$ cat src/rtl/fpu_issue_ctrl_pkg.sv
// Shared definitions for the FPU issue controller and its scoreboard.
package fpu_issue_ctrl_pkg;

    typedef logic Signal;
    localparam Signal ENABLE  = 1'b1;
    localparam Signal DISABLE = 1'b0;

    localparam int FP_REG_W    = 5;
    localparam int NUM_FP_REGS = 32;

    typedef enum logic [1:0] {
        IDLE  = 2'd0,
        ISSUE = 2'd1,
        BUSY  = 2'd2,
        WB    = 2'd3
    } fpu_issue_state_e;

endpackage

$ cat src/rtl/fp_scoreboard.sv
// Pending-destination scoreboard for FP registers: one set port, one clear
// port and three combinational query ports (fs, ft, fd).
module fp_scoreboard
    import fpu_issue_ctrl_pkg::*;
(
    input  logic                clk,
    input  logic                reset,
    input  logic                set_en_i,
    input  logic [FP_REG_W-1:0] set_idx_i,
    input  logic                clr_en_i,
    input  logic [FP_REG_W-1:0] clr_idx_i,
    input  logic [FP_REG_W-1:0] fs_idx_i,
    input  logic [FP_REG_W-1:0] ft_idx_i,
    input  logic [FP_REG_W-1:0] fd_idx_i,
    output logic                fs_pend_o,
    output logic                ft_pend_o,
    output logic                fd_pend_o
);

    logic [NUM_FP_REGS-1:0] pending_q, pending_d;

    // Next pending vector; set and clear never target the same bit in one cycle.
    always_comb begin
        pending_d = pending_q;
        if (set_en_i) pending_d[set_idx_i] = ENABLE;
        if (clr_en_i) pending_d[clr_idx_i] = DISABLE;
    end

    // Pending vector register.
    always_ff @(posedge clk) begin
        if (reset) pending_q <= '0;
        else       pending_q <= pending_d;
    end

    assign fs_pend_o = pending_q[fs_idx_i];
    assign ft_pend_o = pending_q[ft_idx_i];
    assign fd_pend_o = pending_q[fd_idx_i];

endmodule

$ cat src/rtl/fpu_issue_ctrl.sv
// Issue sequencer for the multi-cycle ADD.S unit: hazard stall, start pulse,
// timeout abort and FP write-port arbitration (LWC1 writeback wins).
module fpu_issue_ctrl
    import fpu_issue_ctrl_pkg::*;
#(
    parameter int TIMEOUT = 16,
    parameter int CNT_W   = 5
) (
    input  logic                clk,
    input  logic                reset,
    input  logic                id_valid,
    input  logic                id_flush,
    input  logic                id_fpu_op,
    input  logic                id_fp_load,
    input  logic                id_fp_store,
    input  logic [FP_REG_W-1:0] id_fs,
    input  logic [FP_REG_W-1:0] id_ft,
    input  logic [FP_REG_W-1:0] id_fd,
    input  logic                mem_fpu_write,
    input  logic                fpu_done,
    output logic                stall,
    output logic                fpu_start,
    output logic [FP_REG_W-1:0] fpu_dst,
    output logic                wb_fpu_write,
    output logic [FP_REG_W-1:0] wb_fpu_dst,
    output logic                busy,
    output logic                timeout_err
);

    fpu_issue_state_e    state_q, state_d;
    logic [CNT_W-1:0]    cnt_q, cnt_d;
    logic [FP_REG_W-1:0] dst_q, dst_d;
    logic                terr_q, terr_d;

    logic fs_pend, ft_pend, fd_pend;
    logic set_en, clr_en;
    logic raw, waw, accept;

    fp_scoreboard u_sb (
        .clk       (clk),
        .reset     (reset),
        .set_en_i  (set_en),
        .set_idx_i (id_fd),
        .clr_en_i  (clr_en),
        .clr_idx_i (dst_q),
        .fs_idx_i  (id_fs),
        .ft_idx_i  (id_ft),
        .fd_idx_i  (id_fd),
        .fs_pend_o (fs_pend),
        .ft_pend_o (ft_pend),
        .fd_pend_o (fd_pend)
    );

    // Hazard detection and the decode handshake.
    always_comb begin
        raw    = (id_fpu_op & (fs_pend | ft_pend)) | (id_fp_store & ft_pend);
        waw    = (id_fpu_op & fd_pend) | (id_fp_load & ft_pend);
        accept = id_valid & ~id_flush & id_fpu_op & (state_q == IDLE) & ~raw & ~waw;
        stall  = ~reset & id_valid & ~id_flush
               & (raw | waw | (id_fpu_op & (state_q != IDLE)));
    end

    // Next-state logic and scoreboard updates.
    always_comb begin
        state_d = state_q;
        cnt_d   = cnt_q;
        dst_d   = dst_q;
        terr_d  = terr_q;
        set_en  = DISABLE;
        clr_en  = DISABLE;
        case (state_q)
            IDLE: begin
                if (accept) begin
                    dst_d   = id_fd;
                    set_en  = ENABLE;
                    state_d = ISSUE;
                end
            end
            ISSUE: begin
                cnt_d   = '0;
                state_d = BUSY;
            end
            BUSY: begin
                if (fpu_done) begin
                    state_d = WB;
                end else if (cnt_q == CNT_W'(TIMEOUT - 1)) begin
                    // Abandon the op: release its destination, no writeback.
                    clr_en  = ENABLE;
                    terr_d  = ENABLE;
                    state_d = IDLE;
                end else begin
                    cnt_d = cnt_q + 1'b1;
                end
            end
            WB: begin
                // LWC1 owns the write port whenever it wants it.
                if (!mem_fpu_write) begin
                    clr_en  = ENABLE;
                    state_d = IDLE;
                end
            end
            default: state_d = IDLE;
        endcase
    end

    // Control state registers.
    always_ff @(posedge clk) begin
        if (reset) begin
            state_q <= IDLE;
            cnt_q   <= '0;
            dst_q   <= '0;
            terr_q  <= 1'b0;
        end else begin
            state_q <= state_d;
            cnt_q   <= cnt_d;
            dst_q   <= dst_d;
            terr_q  <= terr_d;
        end
    end

    assign fpu_start    = ~reset & (state_q == ISSUE);
    assign wb_fpu_write = ~reset & (state_q == WB) & ~mem_fpu_write;
    assign busy         = ~reset & (state_q != IDLE);
    assign fpu_dst      = dst_q;
    assign wb_fpu_dst   = dst_q;
    assign timeout_err  = terr_q;

endmodule

$ cat config.mk
export PLATFORM = sky130hd
export DESIGN_NAME = fpu_issue_ctrl
export DESIGN_NICKNAME = d
export VERILOG_FILES = /design/src/rtl/fpu_issue_ctrl_pkg.sv /design/src/rtl/fp_scoreboard.sv /design/src/rtl/fpu_issue_ctrl.sv
export SDC_FILE = /design/constraint.sdc
export NUM_CORES = 1
export LEC_CHECK = 0
export BUFFER_PORTS_ARGS = -buffer_cell sky130_fd_sc_hd__buf_2
export CORE_ASPECT_RATIO = 1.25
export CORE_UTILIZATION = 60
export DETAILED_ROUTE_END_ITERATION = 8
export GPL_TIMING_DRIVEN = 0
export PLACE_DENSITY = 0.79
export RECOVER_POWER = 50
export SETUP_SLACK_MARGIN = 0.02
export SYNTH_ARGS = -nofsm -noshare
export SYNTH_HDL_FRONTEND = slang
export SYNTH_HIERARCHICAL = 1
export SYNTH_SLANG_ARGS = --single-unit
export TNS_END_PERCENT = 5
$ cat constraint.sdc
create_clock -name clk -period 4.8 [get_ports clk]
set_input_delay 0.96 -clock clk [delete_from_list [all_inputs] [get_ports clk]]
set_output_delay 0.96 -clock clk [all_outputs]
set_load 0.02 [all_outputs]
==> results.py, run 1 <==
metrics = {
    "grt": {
        "grt_pass1_wl_mm": 12.9,
        "track_usage_pct": 32.6,
        "grt_pass1_vias": 2683,
        "antenna_found_initial": 0,
        "grt_max_degree": 15,
        "overflow": 0,
    },
    "timing": {
        "finalMaxSlewViolations": 0,
        "fmax_mhz": 254,
        "post-route-period-util_pct": 81.9,
        "rsz0062_at_grt": "false",
        "finalCriticalPeriod_ns": 3.93,
        "hold_viol_final": 0,
        "finClkSkew_ns": 0.00390,
        "setup_viol": 0,
        "final.setup.tns_ns": 0,
        "worst_slew_pin_slew_ns": 1.00,
        "slew_headroom_pct": 32.1,
    },
    "power_and_ir_drop": {
        "power_leakage_uw": 0.00130,
        "p_per_area_nw_per_um2": 262,
        "p_total_uw": 872,
        "vdd_ir_drop_max_mv": 0.264,
    },
    "yosys": {
        "yosys.cell_types.count": 40,
        "syn-num-nets": 368,
        "mappedNetlistArea_um2": 2960,
        "ys_ff_latch": 45,
        "ys_seq_area_share_pct": 30.4,
        "netlist_instances": 342,
        "ys_warn_count": 6,
        "synth_edf_count": 0,
        "async_reset_ff_share_pct": 0,
        "postSynthAreaPerCell_um2": 8.67,
        "synth_ff_type": "dfxtp_1",
    },
    "setup_path": {
        "cp_max_fo": 10,
        "arrival_ns": 2.97,
        "critPathKind": "input pin to output pin",
        "cp-end-kind": "output pin",
        "cp.required_ns": 3.84,
        "critPathLaunchType": "input pin",
    },
    "routing": {
        "ant_nets": 0,
        "num_vias": 2840,
        "routed_wl_mm": 7.98,
        "drc": 0,
        "drt_iter0_drc": 152,
        "wl_per_cell_um": 17.9,
        "firstDrtPassIters": 5,
        "vias_per_cell": 6.37,
    },
    "hold_path": {
        "hp-class": "flip-flop to flip-flop",
    },
    "finish": {
        "final_util_pct": 70.4,
        "fin_cells": 446,
        "area_growth_pct": 12.3,
        "fin_area_um2": 3330,
        "layout-drive-gt1-share_pct": 13.5,
        "diodes": 0,
        "nets": 411,
    },
    "place": {
        "place.gp.congestion": 0.882,
        "dp.cells": 438,
        "port_buffers": 36,
        "placed_area_um2": 3220,
        "dp_hpwl_mm": 5.84,
    },
    "clock_network": {
        "cts_buffers": 5,
        "cts_resized": 0,
        "cts.sinks": 45,
        "cts_tree": "yes",
        "cts_root_buf": "clkbuf_8",
        "h-tree-depth": 2,
        "cts_setup_buffers": 0,
        "hold_buffers": 0,
        "ctsLongestPathBuffers": 2,
        "clk_pin_slew_worst_paths_ns": 0.08,
        "clk_latency_ns": 0.30,
    },
    "flow_run": {
        "drv_cap": 0,
    },
    "die": {
        "die_w_um": 64.9,
        "pin_count": 39,
        "die_area_um2": 5230,
        "die_h_um": 80.6,
        "design.core.area_um2": 4730,
        "initial_core_util_pct": 62.7,
        "num_rows": 28,
    },
    "run_status": {
        "outcome": "complete, no violations",
    },
}
-- cell usage after synthesis, types with 2 or more instances --
cell type | instances | share of area [%]
and2_1 | 3 | 0.63
buf_12 | 3 | 2.0
clkbuf_1 | 8 | 1.0
nand4b_1 | 3 | 0.89
nor2b_1 | 5 | 1.1
nand2b_1 | 8 | 1.7
a21oi_1 | 46 | 7.8
nor3b_1 | 6 | 1.5
nand2_1 | 37 | 4.7
ha_1 | 2 | 0.84
nand3_1 | 11 | 1.9
mux2i_1 | 53 | 18
and3_1 | 5 | 1.1
nor3_1 | 3 | 0.51
a311o_1 | 3 | 1.0
a22oi_1 | 12 | 3.0
a311oi_1 | 2 | 0.59
o21ai_0 | 2 | 0.34
buf_4 | 5 | 1.3
dfxtp_1 | 45 | 30
nor3b_2 | 2 | 0.84
and3b_1 | 6 | 1.8
a211oi_1 | 35 | 8.9
buf_6 | 3 | 1.1
buf_2 | 3 | 0.51
nor2_1 | 12 | 1.5
and2b_1 | 3 | 0.76
inv_1 | 4 | 0.51
-- stage by stage --
stage / worst slack (ns) / hold WS [ns]
2_1_floorplan: 1.14 / 0.443
3_3_place_gp: 0.769 / 0.453
3_5_place_dp: 0.752 / 0.453
4_1_cts: 0.939 / 0.485
5_1_grt: 0.759 / 0.510
6_report: 0.870 / 0.483
-- layout by cell type, fill, tap and decap left out, drive strengths merged, types with 2 or more instances in the layout --
cell and count:
mux2i 53, bufinv 2, buf 34, nor2b 5, a21oi 46, nor3b 8, nand4b 3, and3 5
a311o 3, a211oi 35, nor3 4, nor4b 2, a311oi 2, clkbuf 29, and2b 3, and3b 6
dfxtp 45, nand2b 8, nand3 11, inv 4, a22oi 12, ha 2, and2 3, nor2 12
o21ai 2, nand2 37
-- critical path: stages --
cell and delay (ns):
buf_6 0.13, buf_12 0.15, mux2i_1 0.25, a21oi_1 0.10
nand3_1 0.09, nand2_1 0.05, a311o_1 0.32, or4_1 0.49
o22ai_1 0.19, nor4b_1 0.06, buf_2 0.17
-- final timing paths --
path | slack, ns | endpoint | cells after the start | start
hold / removal | 0.48 | cnt_q[4]$_SDFFE_PP0P_ | 2 | cnt_q[4]$_SDFFE_PP0P_
setup reg to reg | 1.50 | u_sb/pending_q[9]$_SDFF_PP0_ | 11 | u_sb/pending_q[19]$_SDFF_PP0_
setup / recovery | 0.87 | stall | 11 | id_ft[1]
hold reg to reg | 0.48 | cnt_q[4]$_SDFFE_PP0P_ | 2 | cnt_q[4]$_SDFFE_PP0P_
-- area by class of cell --
| type | instances | area, µm² |
|---|---|---|
| well taps | 60 | 75.1 |
| clock inverters | 3 | 65.1 |
| clock buffers | 5 | 68.8 |
| inverters | 4 | 15.0 |
| fillers | 423 | 1400 |
| repair buffers | 36 | 168 |
| plain buffers | 22 | 175 |
| flip-flops and latches | 45 | 901 |
| multi-input cells | 271 | 1860 |
-- registers in the layout, summed over array words and instances (netlist names) --
name / cells
cnt_q: 5
fpu_dst: 5
state_q: 2
timeout_err: 1
u_sb/pending_q: 32
-- kinds of logic after synthesis --
| family | Yosys count | share of synthesized area (%) |
|---|---|---|
| simple gates | 110 | 21.1 |
| compound gates | 105 | 22.9 |
| flops | 45 | 30.4 |
| mux | 54 | 18.3 |
| buf+inv | 26 | 6.46 |
| fa+ha+maj | 2 | 0.844 |
-- power by group --
| part | internal [µW] | switching [µW] | leakage [µW] |
|---|---|---|---|
| Combinational | 61.5 | 89.8 | 0.000872 |
| Clock | 207 | 128 | 0.0000681 |
| Sequential | 379 | 7.08 | 0.000363 |
-- layer usage --
metal	vias up	share of wire [%]	GRT usage (%)	wire, µm
met5	-	0	0	0
met4	0	2.5	13.1	197
met3	17	7.8	5.40	626
met2	129	50	57.2	3950
met1	1326	40	38.9	3200
li1	1368	-	-	-
No activity file was read; power rests on OpenSTA's default activity.
==> run 2: changes to the inputs <==
--- a/config.mk
+++ b/config.mk
@@ -7,10 +7,10 @@
 export LEC_CHECK = 0
 export BUFFER_PORTS_ARGS = -buffer_cell sky130_fd_sc_hd__buf_2
 export CORE_ASPECT_RATIO = 1.25
-export CORE_UTILIZATION = 60
+export CORE_UTILIZATION = 58
 export DETAILED_ROUTE_END_ITERATION = 8
 export GPL_TIMING_DRIVEN = 0
-export PLACE_DENSITY = 0.79
+export PLACE_DENSITY = 0.77
 export RECOVER_POWER = 50
 export SETUP_SLACK_MARGIN = 0.02
 export SYNTH_ARGS = -nofsm -noshare
==> constraint.sdc (replaced) <==
create_clock -name clk -period 4.1 [get_ports clk]
set_input_delay 0.82 -clock clk [delete_from_list [all_inputs] [get_ports clk]]
set_output_delay 0.82 -clock clk [all_outputs]
set_load 0.02 [all_outputs]
==> run 2 against run 1 <==
Compared with the run above: clock-buffer cell count grew 1; sequential power grew 17%; worst hold slack lost 0.0038 ns; clock power grew 4%; total power grew 12%; clock skew grew 0.0028 ns; die area grew 3.4%; non-clock buffer count is the same; critical path depth grew 1; register-to-register slack lost 0.82 ns; global-route usage shrank 1.9 points.
==> results.py, run 2 (synthesized netlist as in run 1, its figures left out) <==
metrics = {
    "grt": {
        "grt_pass1_wl_mm": 12.5,
        "grt_pass1_vias": 2532,
        "overflow": 0,
        "track_usage_pct": 30.8,
        "antenna_found_initial": 0,
        "grt_max_degree": 15,
    },
    "routing": {
        "routed_wl_mm": 8.00,
        "vias_per_cell": 6.28,
        "drt_iter0_drc": 137,
        "ant_nets": 0,
        "wl_per_cell_um": 17.9,
        "firstDrtPassIters": 5,
        "num_vias": 2800,
        "drc": 0,
    },
    "place": {
        "dp.cells": 438,
        "port_buffers": 36,
        "dp_hpwl_mm": 5.88,
        "place.gp.congestion": 0.942,
    },
    "setup_path": {
        "worst_r2r_startpoint": "u_sb/pending_q[19]$_SDFF_PP0_",
        "ff2ff_path_depth": 11,
        "cp_max_fo": 10,
        "reg2reg_slack_ns": 0.68,
        "cp_top_family": "simple AND/OR/NAND/NOR gates",
        "critPathKind": "input pin to flip-flop",
        "max_stage_delay_ns": 0.56,
        "path_buf_inv": 1,
        "timing.rr.end": "u_sb/pending_q[1]$_SDFF_PP0_",
        "crit_top_cell": "a21oi_1",
        "crit_cells": 12,
        "cp.required_ns": 4.31,
        "path_cells": "buf_6 -> mux2i_1 -> a22oi_1 -> nand4b_1 -> a21oi_1 -> a311o_1 -> or4_1 -> nor3_4 -> nand2_1 -> nor2_1 -> a21oi_1 -> a211oi_1",
        "cp_slowest_cell": "or4_1",
        "critPathLaunchType": "input pin",
        "cp-end-kind": "flip-flop",
        "arrival_ns": 3.98,
    },
    "timing": {
        "final.setup.tns_ns": 0,
        "post-route-period-util_pct": 92.0,
        "fmax_mhz": 265,
        "rsz0062_at_grt": "false",
        "slew_headroom_pct": 32.2,
        "hold_viol_final": 0,
        "setup_viol": 0,
        "finClkSkew_ns": 0.00673,
        "finalMaxSlewViolations": 0,
        "finalCriticalPeriod_ns": 3.77,
        "worst_slew_pin_slew_ns": 1.00,
    },
    "run_status": {
        "outcome": "complete, no violations",
    },
    "die": {
        "die_w_um": 65.9,
        "die_h_um": 81.9,
        "num_rows": 28,
        "pin_count": 39,
        "die_area_um2": 5400,
        "initial_core_util_pct": 61.3,
        "design.core.area_um2": 4830,
    },
    "finish": {
        "n_fill_cell": 414,
        "multi_input_area_um2": 1860,
        "layout-drive-gt1-share_pct": 13.7,
        "seq_area_um2": 901,
        "nets": 411,
        "largest-register": "u_sb/pending_q",
        "largest_reg_flops": 32,
        "fin_cells": 446,
        "diodes": 0,
        "area_growth_pct": 11.9,
        "final_cell_mix": "53 x mux2i_1, 46 x a21oi_1, 45 x dfxtp_1",
        "layout_commonest_cell": "mux2i_1",
    },
    "clock_network": {
        "h-tree-depth": 2,
        "cts_resized": 0,
        "ctsLongestPathBuffers": 2,
        "cts_root_buf": "clkbuf_8",
        "clk_latency_ns": 0.30,
        "cts_buffers": 5,
        "cts_tree": "yes",
        "cts.sinks": 45,
        "hold_buffers": 0,
        "clk_pin_slew_worst_paths_ns": 0.09,
        "cts_setup_buffers": 0,
    },
    "hold_path": {
        "hold_path_end": "cnt_q[4]$_SDFFE_PP0P_",
        "hold_depth": 2,
        "min_from": "cnt_q[4]$_SDFFE_PP0P_",
        "hp-class": "flip-flop to flip-flop",
    },
    "power_and_ir_drop": {
        "p_per_area_nw_per_um2": 296,
        "power_leakage_uw": 0.00130,
        "vdd_ir_drop_max_mv": 0.268,
    },
    "flow_run": {
        "drv_cap": 0,
    },
}
[run 2: changes by cell type in the layout (fill, tap and decap cells not counted), sizes merged]
| cell | change |
|---|---|
| buf | +1 |
| bufinv | -1 |
| clkinv | -1 |
| clkinvlp | +1 |
[run 2: per-stage QoR]
stage	total power (µW)	hold WS [ns]	worst slack, ns	cell area (µm²)	util (%)
after detailed placement	643	0.459	0.107	3220	66.6
after global routing	1020	0.518	0.146	3320	68.6
after global placement	640	0.454	0.210	3220	66.6
after CTS	989	0.483	0.417	3340	69.1
after floorplan	590	0.443	0.724	2960	-
final	980	0.479	0.327	3320	68.6
[run 2: per-layer routing]
| layer | vias up | wire, µm | GRT usage, % |
|---|---|---|---|
| li1 | 1377 | - | - |
| met1 | 1277 | 3340 | 37.1 |
| met2 | 129 | 4030 | 56.1 |
| met3 | 17 | 517 | 3.47 |
| met4 | 0 | 108 | 10.0 |
| met5 | - | 0 | 0 |
[run 2: cell type report]
type | instances | area share [%]
Multi-Input combinational cell | 271 | 56.1
Sequential cell | 45 | 27.2
Buffer | 22 | 5.28
Timing Repair Buffer | 36 | 5.09
Clock buffer | 6 | 2.49
Tap cell | 60 | 2.26
Clock inverter | 2 | 1.13
Inverter | 4 | 0.453
[run 2: worst reg2reg max path: stages (launching register included)]
cell and delay (ns):
dfxtp_1 0.35, mux2i_1 0.21, a22oi_1 0.13, nand4b_1 0.12, a21oi_1 0.05, a311o_1 0.36, or4_1 0.56, nor3_4 0.45
nand2_1 0.10, nor2_1 0.56, a21oi_1 0.16, a211oi_1 0.27
[run 2: power breakdown]
part	switching [µW]	internal (µW)
registers	8.33	444
clock network	152	198
logic	106	72.3
total	266	714
[run 2: how the worst max path moves through the flow]
stage | slack (ns) | end | startpoint
6_report | 0.33 | u_sb/pending_q[1]$_SDFF_PP0_ | id_fs[1]
5_1_grt | 0.15 | u_sb/pending_q[1]$_SDFF_PP0_ | id_fs[1]
4_1_cts | 0.42 | u_sb/pending_q[1]$_SDFF_PP0_ | id_fs[1]
3_5_place_dp | 0.11 | u_sb/pending_q[1]$_SDFF_PP0_ | id_fs[1]
3_3_place_gp | 0.21 | u_sb/pending_q[9]$_SDFF_PP0_ | id_fs[1]
2_1_floorplan | 0.72 | stall | id_ft[1]
==> run 3: changes to the inputs <==
--- a/config.mk
+++ b/config.mk
@@ -7,14 +7,13 @@
 export LEC_CHECK = 0
 export BUFFER_PORTS_ARGS = -buffer_cell sky130_fd_sc_hd__buf_2
 export CORE_ASPECT_RATIO = 1.25
-export CORE_UTILIZATION = 58
+export CORE_UTILIZATION = 59
 export DETAILED_ROUTE_END_ITERATION = 8
 export GPL_TIMING_DRIVEN = 0
-export PLACE_DENSITY = 0.77
+export PLACE_DENSITY = 0.78
 export RECOVER_POWER = 50
 export SETUP_SLACK_MARGIN = 0.02
 export SYNTH_ARGS = -nofsm -noshare
 export SYNTH_HDL_FRONTEND = slang
-export SYNTH_HIERARCHICAL = 1
 export SYNTH_SLANG_ARGS = --single-unit
 export TNS_END_PERCENT = 5
==> run 3 against run 2 <==
Compared with the run above: total power down 9.6%; clock power down 15%; via count up 17%; register-to-register slack better by 0.36 ns; clock-buffer cell count unchanged; largest cell class unchanged; synthesized cell count up 2.9%; clock skew up 0.0038 ns; sequential share of layout area down 1.8 points.
==> results.py, run 3 <==
metrics = {
    "finish": {
        "largest_reg_flops": 32,
        "final_cell_mix": "45 x dfxtp_1, 42 x a21oi_1, 31 x a22o_1",
        "layout-drive-gt1-share_pct": 16.8,
        "nets": 417,
        "area_growth_pct": 9.09,
        "fin_area_um2": 3560,
        "diodes": 0,
        "largest-register": "u_sb.pending_q",
        "layout_commonest_cell": "dfxtp_1",
    },
    "routing": {
        "drc": 0,
        "wl_per_cell_um": 22.1,
        "num_vias": 3269,
        "vias_per_cell": 7.20,
        "routed_wl_mm": 10.0,
        "firstDrtPassIters": 5,
        "drt_iter0_drc": 419,
        "ant_nets": 0,
    },
    "die": {
        "die_h_um": 85.1,
        "initial_core_util_pct": 62.9,
        "die_w_um": 68.5,
        "design.core.area_um2": 5190,
        "die_area_um2": 5830,
        "num_rows": 29,
        "pin_count": 39,
    },
    "yosys": {
        "synth-compound-area-share_pct": 33.3,
        "netlist_instances": 352,
        "synth_area_leaders": "dfxtp_1 28%, a2111oi_0 8.3%, a22o_1 8.3%",
        "synth_edf_count": 0,
        "synth_commonest_cells": "45 x dfxtp_1, 42 x a21oi_1, 31 x a2111oi_0, 31 x a22o_1, 23 x mux2i_1",
        "synth-xor-area-share_pct": 0.269,
        "ys_ff_latch": 45,
        "synth_top_family_by_area": "compound AO/OA/AOI/OAI gates",
        "yosys.cell_types.count": 55,
        "mappedNetlistArea_um2": 3260,
        "yosysTopAreaCell": "dfxtp_1",
        "synthMuxAreaShare_pct": 17.8,
        "postSynthAreaPerCell_um2": 9.27,
        "async_reset_ff_share_pct": 0,
        "synth-simple-area-share_pct": 14.1,
        "synth_ff_type": "dfxtp_1",
        "syn-num-nets": 378,
        "synthAdderAreaFrac_pct": 0.767,
        "synth_top_area_share_pct": 27.6,
        "yosysMostFrequentCell": "dfxtp_1",
        "ys_warn_count": 0,
        "ys_seq_area_share_pct": 27.6,
    },
    "place": {
        "place.gp.congestion": 0.951,
        "port_buffers": 32,
        "placed_area_um2": 3500,
        "dp_hpwl_mm": 7.39,
    },
    "power_and_ir_drop": {
        "p_per_area_nw_per_um2": 249,
        "pwr-share-seq_pct": 50.0,
        "p_int_uw": 625,
        "vdd_ir_drop_max_mv": 0.199,
        "p_clk_share_pct": 33.8,
        "p_sw_uw": 261,
        "switching_share_pct": 29.4,
        "power_leakage_uw": 0.00123,
        "p_comb_share_pct": 16.2,
        "p_total_uw": 886,
    },
    "timing": {
        "slew_headroom_pct": 41.0,
        "fmax_mhz": 264,
        "finClkSkew_ns": 0.0106,
        "hold_viol_final": 0,
        "finalMaxSlewViolations": 0,
        "post-route-period-util_pct": 92.5,
        "final.setup.tns_ns": 0,
        "rsz0062_at_grt": "false",
        "finalCriticalPeriod_ns": 3.79,
        "setup_viol": 0,
        "worst_slew_pin_slew_ns": 0.878,
    },
    "clock_network": {
        "cts_root_buf": "clkbuf_8",
        "cts_tree": "yes",
        "hold_buffers": 0,
        "clk_pin_slew_worst_paths_ns": 0.08,
        "clk_latency_ns": 0.31,
        "cts_resized": 1,
        "cts.sinks": 45,
        "cts_setup_buffers": 0,
        "ctsLongestPathBuffers": 2,
        "h-tree-depth": 2,
        "cts_buffers": 5,
    },
    "grt": {
        "grt_pass1_wl_mm": 15.6,
        "grt_pass1_vias": 3096,
        "grt_max_degree": 15,
        "overflow": 0,
        "track_usage_pct": 36.6,
        "antenna_found_initial": 0,
    },
    "setup_path": {
        "cp_slowest_cell": "o311ai_2",
        "cp-end-kind": "output pin",
        "arrival_ns": 2.97,
        "cp_top_family": "compound AO/OA/AOI/OAI gates",
        "path_cells": "clkbuf_1 -> nand3b_1 -> nand4_1 -> o311ai_2 -> o31ai_1 -> a2111oi_1 -> buf_2",
        "max_stage_delay_ns": 0.69,
        "path_buf_inv": 2,
        "critPathKind": "input pin to output pin",
        "cp.required_ns": 3.28,
        "cp_max_fo": 10,
        "critPathLaunchType": "input pin",
    },
    "run_status": {
        "outcome": "complete, no violations",
    },
    "flow_run": {
        "drv_cap": 0,
    },
    "hold_path": {
        "hp-class": "flip-flop to flip-flop",
    },
}
run 3: cell count changes after synthesis, sizes merged, moves of 7 or more:
cell,change
a211oi,-34
nor2,+11
a22o,+31
mux2i,-30
a2111oi,+31
nand3,-7
mux4,+13
a22oi,-10
o21ai,+7
nand2,-29
clkbuf,+8
run 3: per-stage QoR:
stage | instances | hold slack, ns | utilization, % | setup WS, ns
final | 454 | 0.484 | 68.6 | 0.307
after global routing | 454 | 0.525 | 68.6 | 0.180
after global placement | 446 | 0.458 | 67.5 | -0.0833
after floorplan | 352 | 0.450 | - | 0.170
after detailed placement | 446 | 0.464 | 67.5 | -0.169
after CTS | 454 | 0.485 | 69.5 | 0.224
run 3: final cells by class:
cell class,instances,area (µm²)
timing repair buffer,32,148
multi-input combinational,269,2150
buffer,31,161
sequential,45,901
inverter,7,26.3
clock inverter,2,13.8
fill,445,1630
tap,62,77.6
clock buffer,6,82.6
run 3: cell families after synthesis:
family,after synthesis
compound gates,145
xor+xnor,1
fa+ha+maj,2
buf+inv,38
flops,45
mux,40
simple gates,81
run 3: per-layer routing:
| metal | vias to the layer above | GRT usage (%) | wire (µm) |
|---|---|---|---|
| met4 | 0 | 24.2 | 486 |
| met3 | 44 | 8.33 | 809 |
| met5 | - | 0 | 0 |
| li1 | 1504 | - | - |
| met1 | 1528 | 45.1 | 3940 |
| met2 | 193 | 55.5 | 4810 |
run 3: power groups by stage:
stage | combinational (µW) | sequential [µW] | clock, µW
final | 144 | 443 | 299
after global routing | 154 | 443 | 323
after CTS | 145 | 443 | 299
after detailed placement | 143 | 453 | 0
after global placement | 140 | 453 | 0
after floorplan | 95.0 | 453 | 0
run 3: final timing paths:
path,from,to,slack (ns),cells after the start
setup / recovery,id_fs[2],stall,0.31,7
hold / removal,timeout_err$_SDFFE_PP0P_,timeout_err$_SDFFE_PP0P_,0.48,2
setup reg to reg,u_sb.pending_q[3]$_SDFF_PP0_,u_sb.pending_q[12]$_SDFF_PP0_,1.04,7
hold reg to reg,timeout_err$_SDFFE_PP0P_,timeout_err$_SDFFE_PP0P_,0.48,2
run 3: tightest hold or removal path, cell delays in order (launching register included):
cell,delay [ns]
dfxtp_1,0.34
a31oi_1,0.04
nor2_1,0.07
